`src/rtl/fetch_unit_pkg.sv`:
```
// Shared types and constants for the instruction fetch stage.
package fetch_unit_pkg;

  localparam int unsigned XLEN_DEFAULT = 32;
  localparam int unsigned OPC_W        = 7;
  localparam int unsigned F3_W         = 3;
  localparam int unsigned OPC_LSB      = 0;
  localparam int unsigned F3_LSB       = 12;
  localparam int unsigned F7_5_BIT     = 30;

  localparam logic [31:0] RESET_PC_DEFAULT = 32'h0000_0000;
  // addi x0,x0,0 so a freshly reset core decodes a harmless instruction
  localparam logic [31:0] NOP_INSTR        = 32'h0000_0013;

  typedef enum logic [1:0] {
    REQ  = 2'd0,
    WAIT = 2'd1,
    EXEC = 2'd2
  } fetch_state_e;

endpackage

```
`src/rtl/fetch_unit_next_pc_sel.sv`:
```
// Next-PC selection: sequential pc+4 or PC-relative target, plus misalignment flag.
module fetch_unit_next_pc_sel
  import fetch_unit_pkg::*;
#(
  parameter int unsigned XLEN = XLEN_DEFAULT
) (
  input  logic [XLEN-1:0] pc,
  input  logic [XLEN-1:0] imm_ext,
  input  logic            pc_src,
  output logic [XLEN-1:0] pc_plus4_c,
  output logic [XLEN-1:0] next_pc_c,
  output logic            misaligned_c
);

  // additions wrap modulo 2^XLEN
  assign pc_plus4_c   = pc + XLEN'(4);
  assign next_pc_c    = pc_src ? (pc + imm_ext) : pc_plus4_c;
  assign misaligned_c = |next_pc_c[1:0];

endmodule

```
`src/rtl/fetch_unit.sv`:
```
// Instruction fetch / PC sequencing stage (REQ -> WAIT -> EXEC per instruction).
// Optional FETCH_ALIGN_CHECK_EN parks the stage on a misaligned next PC with a sticky fault.
module fetch_unit
#(
  parameter int unsigned       XLEN      = fetch_unit_pkg::XLEN_DEFAULT,
  parameter logic [XLEN-1:0]   RESET_PC  = XLEN'(fetch_unit_pkg::RESET_PC_DEFAULT),
  parameter logic [XLEN-1:0]   NOP_INSTR = XLEN'(fetch_unit_pkg::NOP_INSTR)
) (
  input  logic            clk,
  input  logic            rst,
  output logic            imem_req_valid,
  input  logic            imem_req_ready,
  output logic [XLEN-1:0] imem_addr,
  input  logic            imem_rsp_valid,
  input  logic [XLEN-1:0] imem_rsp_data,
  input  logic            pc_src,
  input  logic [XLEN-1:0] imm_ext,
  input  logic            exec_stall,
  output logic [XLEN-1:0] instr,
  output logic [6:0]      opcode,
  output logic [2:0]      funct3,
  output logic            funct7_5,
  output logic            instr_valid,
  output logic [XLEN-1:0] pc,
  output logic [XLEN-1:0] pc_plus4,
  output logic            fetch_fault
);

  import fetch_unit_pkg::*;

  fetch_state_e    state_q, state_n;
  logic [XLEN-1:0] pc_n;
  logic [XLEN-1:0] instr_n;
  logic [XLEN-1:0] next_pc;
  logic            misaligned;

  fetch_unit_next_pc_sel #(.XLEN(XLEN)) u_next_pc_sel (
    .pc           (pc),
    .imm_ext      (imm_ext),
    .pc_src       (pc_src),
    .pc_plus4_c   (pc_plus4),
    .next_pc_c    (next_pc),
    .misaligned_c (misaligned)
  );

`ifdef FETCH_ALIGN_CHECK_EN
  logic fault_q, fault_n;

  assign fetch_fault = fault_q;
  assign instr_valid = (state_q == EXEC) && !fault_q;
  assign imem_addr   = pc;
`else
  logic unused_misaligned;

  assign unused_misaligned = misaligned;
  assign fetch_fault       = 1'b0;
  assign instr_valid       = (state_q == EXEC);
  assign imem_addr         = {pc[XLEN-1:2], 2'b00};
`endif

  // request is suppressed while reset is held, whatever the state register holds
  assign imem_req_valid = (state_q == REQ) && !rst;

  assign opcode   = instr[OPC_LSB +: OPC_W];
  assign funct3   = instr[F3_LSB +: F3_W];
  assign funct7_5 = instr[F7_5_BIT];

  always_ff @(posedge clk) begin
    if (rst) begin
      state_q <= REQ;
      pc      <= RESET_PC;
      instr   <= NOP_INSTR;
`ifdef FETCH_ALIGN_CHECK_EN
      fault_q <= 1'b0;
`endif
    end else begin
      state_q <= state_n;
      pc      <= pc_n;
      instr   <= instr_n;
`ifdef FETCH_ALIGN_CHECK_EN
      fault_q <= fault_n;
`endif
    end
  end

  always_comb begin
    state_n = state_q;
    pc_n    = pc;
    instr_n = instr;
`ifdef FETCH_ALIGN_CHECK_EN
    fault_n = fault_q;
`endif
    unique case (state_q)
      REQ: begin
        if (imem_req_ready) state_n = WAIT;
      end
      WAIT: begin
        if (imem_rsp_valid) begin
          instr_n = imem_rsp_data;
          state_n = EXEC;
        end
      end
      EXEC: begin
        // pc_src/imm_ext only matter on the cycle the stall drops
        if (!exec_stall) begin
`ifdef FETCH_ALIGN_CHECK_EN
          if (!fault_q) begin
            if (misaligned) begin
              fault_n = 1'b1;
            end else begin
              pc_n    = next_pc;
              state_n = REQ;
            end
          end
`else
          pc_n    = next_pc;
          state_n = REQ;
`endif
        end
      end
      default: state_n = REQ;
    endcase
  end

endmodule

```
`config.mk`:
```
export PLATFORM = sky130hd
export DESIGN_NAME = fetch_unit
export DESIGN_NICKNAME = d
export VERILOG_FILES = /design/src/rtl/fetch_unit_pkg.sv /design/src/rtl/fetch_unit_next_pc_sel.sv /design/src/rtl/fetch_unit.sv
export SDC_FILE = /design/constraint.sdc
export NUM_CORES = 1
export LEC_CHECK = 0
export ABC_AREA = 1
export CAP_MARGIN = 20
export CORE_AREA = 2 2 116 118
export CTS_BUF_LIST = sky130_fd_sc_hd__clkbuf_2
export DETAILED_ROUTE_END_ITERATION = 10
export DIE_AREA = 0 0 118 120
export GPL_ROUTABILITY_DRIVEN = 0
export PLACE_DENSITY = 0.88
export SKIP_CTS_REPAIR_TIMING = 1
export SLEW_MARGIN = 20
export SYNTH_ARGS = -nofsm -noshare
export SYNTH_HDL_FRONTEND = slang
export SYNTH_SLANG_ARGS = --single-unit
export TNS_END_PERCENT = 5
```
`constraint.sdc`:
```
create_clock -name clk -period 2.25 [get_ports clk]
set_input_delay 0.45 -clock clk [delete_from_list [all_inputs] [get_ports clk]]
set_output_delay 0.45 -clock clk [all_outputs]
set_load 0.01 [all_outputs]
```
==> run metrics <==
Layout area overhead=59.51%; final setup margin=-0.4492 ns; Synth area leader=dfxtp_1; Top FF cell, synth=dfxtp_1; CP endpoint kind=output port; drt first pass iters=9; worst reg2reg path endpoint=pc[15]; CORE AREA=between 10000 and 15000 µm²; Worst Hold End=instr[0]; global-route wire length before repair=35.63 mm; final hold violations=0; HPWL after DPL=between 15 and 20 mm; CTS tree=done; Synth Warn #=0; worst hold-check path type=in -> reg; CTS Buf Count=9; ANT nets after route=0; Pwr per Cell Area=296.4 nW/µm²; FFs w/ async S/R, synth=0%; Fillers=between 800 and 900; CTS max path bufs=2; CTS H-tree depth=3; RSZ-0062 raised after global routing=yes; worst hold stages=3; HP Start=imem_rsp_data[0]; wire per inst=between 15 and 20 µm; crit-path max FO=3; Reg-to-Reg Start=pc[3]; Post-route DRC=0; detailed-route via count=approximately 8.4k; synth top area cells=dfxtp_1 22%, nand2_1 20%, inv_1 8.2%, nor2_1 8.0%, ha_1 6.7%; Clk pin slew, worst setup/hold paths=about 0.23 ns; FF+latch count, synth=66; vias in the first global route=7549; fin nets=~1.4k; EDFF count, synth=0; total track usage=between 30% and 40%; grt ovf=0; worst endpoint data arrival time=between 2 and 2.5 ns; status=complete, but fails checks; Yosys cell types=38; Via density=around 5.6; top-area cell type share of the netlist area=around 22%; Leak=between 4 and 5 nW; Worst-Skew Late Latency=between 0.5 and 0.6 ns; peak supply drop=between 300 and 400 µV; internal reg-to-reg setup slack=-0.07 ns; Starting DRT DRC Count=roughly 820; layout cells sized above 1=21.76%; most common cell in the synthesized netlist=nand2_1; fin. max-slew vios=0; Commonest cells post-synth=312 x nand2_1, 130 x inv_1, 127 x nor2_1; max-cap viol count=0; Worst Path Required=between 1.5 and 2 ns; Syn Std Cell Area=around 6000 µm²; die area=around 14000 µm²; fin crit share=120.0%; setup violators final=30; Placed Instances=between 1k and 1.5k; dpl ws=-0.4083 ns; final worst path period need=2.699 ns; setup TNS=-8.332 ns; Synth Instances=1020; clock root cell=clkbuf_2; Post-Route WL=25.44 mm; Die Height=120 µm; final core occ=approximately 73%; pin count of the biggest net entering global routing=33; Power Total=roughly 2.8 mW; Worst Clk Skew=roughly 0.028 ns; Setup CP Type=reg -> out; Setup crit start kind=flop; die width=approximately 120 µm; Rows=42; reg2reg path depth=13; antenna violations before repair=0; starting density of the core=46.07%; final cell count without fillers=around 1.5k; IO Port Bufs=208; I/O pins=212; clock sinks=66; Post-Syn Area per Cell=5.862 µm²; sequential share of the synthesized area=22.10%; failing checks=negative setup slack; Max Clock Freq=approximately 370 MHz
-- area by class of cell --
| class | instances | area, µm² | share of cell area [%] |
|---|---|---|---|
| multi-input cells | 754 | 4116 | 43.16 |
| repair buffers | 359 | 3238 | 33.95 |
| flip-flops and latches | 66 | 1355 | 14.21 |
| inverters | 133 | 499.2 | 5.234 |
| well taps | 176 | 220.2 | 2.309 |
| clock inverters | 7 | 61.31 | 0.6428 |
| clock buffers | 9 | 45.04 | 0.4723 |
| diodes | 1 | 2.502 | 0.02624 |
-- cell usage in the layout, fill, tap and decap left out, drive strengths merged, types with 3 or more instances in the layout --
cell | netlist | final
or2 | 3 | 3
o21bai | 7 | 7
nand3 | 69 | 69
nand2 | 312 | 312
conb | 1 | 3
dfxtp | 66 | 66
a21oi | 61 | 61
and2 | 4 | 4
xnor2 | 5 | 5
buf | 50 | 160
inv | 132 | 136
a31oi | 4 | 4
nand4 | 5 | 5
o21ai | 59 | 59
ha | 32 | 32
dlymetal6s2s | 0 | 20
xor2 | 24 | 24
nand3b | 6 | 6
clkbuf | 18 | 16
nor2 | 135 | 135
clkdlybuf4s50 | 0 | 172
nor3 | 14 | 14
-- flip-flops by register name, summed over array words and instances (netlist names) --
signal,flops
instr,32
pc,32
state_q,2
-- cells by family (layout without fill, tap and decap cells) --
group	count (synthesis)	count (layout)	share of synthesized area (%)
fa+ha+maj	33	33	7.031
flops	66	66	22.10
simple gates	552	552	38.31
xor+xnor	29	29	4.248
buf+inv	202	508	16.05
compound gates	137	137	12.20
other cells	1	4	0.06271
-- per-layer routing --
| metal | track usage [%] | part of all wire (%) | vias to the layer above |
|---|---|---|---|
| met3 | 6.084 | 12 | 177 |
| met4 | 17.09 | 7.2 | 0 |
| met5 | 0 | 0 | - |
| li1 | - | - | 3779 |
| met1 | 37.41 | 35 | 3770 |
| met2 | 52.43 | 46 | 664 |
-- per-stage QoR --
step	cell area (µm²)	hold WS, ns
2_1_floorplan	5987	0.5036
6_report	9538	0.4344
3_3_place_gp	8887	0.4726
3_5_place_dp	8887	0.4793
4_1_cts	8994	0.4290
5_1_grt	9535	0.4463
-- report_power, final --
part | switching [mW] | internal [mW]
clock network | 0.518 | 0.166
logic | 0.442 | 0.445
registers | 0.0376 | 1.22
total | 0.998 | 1.83
-- critical path: stages, from the launching register on --
cell and delay, ns:
dfxtp_1 0.43, nand2_1 0.17, inv_2 0.11, nand2_1 0.09
nor2_4 0.17, nand3_4 0.15, nor2_4 0.13, xor2_2 0.22
inv_1 0.06, dlymetal6s2s_1 0.17
-- worst max-delay path by stage --
stage | start | slack (ns) | cells past startpoint | endpoint
2_1_floorplan | imm_ext[0] | 0.23 | 15 | pc[30]
3_3_place_gp | imm_ext[0] | -0.33 | 16 | pc[30]
3_5_place_dp | imm_ext[0] | -0.41 | 16 | pc[30]
4_1_cts | pc[3] | -0.86 | 7 | pc_plus4[14]
5_1_grt | pc[6] | -0.50 | 9 | pc_plus4[18]
6_report | pc[5] | -0.45 | 9 | pc_plus4[18]
No activity file was read; power rests on OpenSTA's default activity.
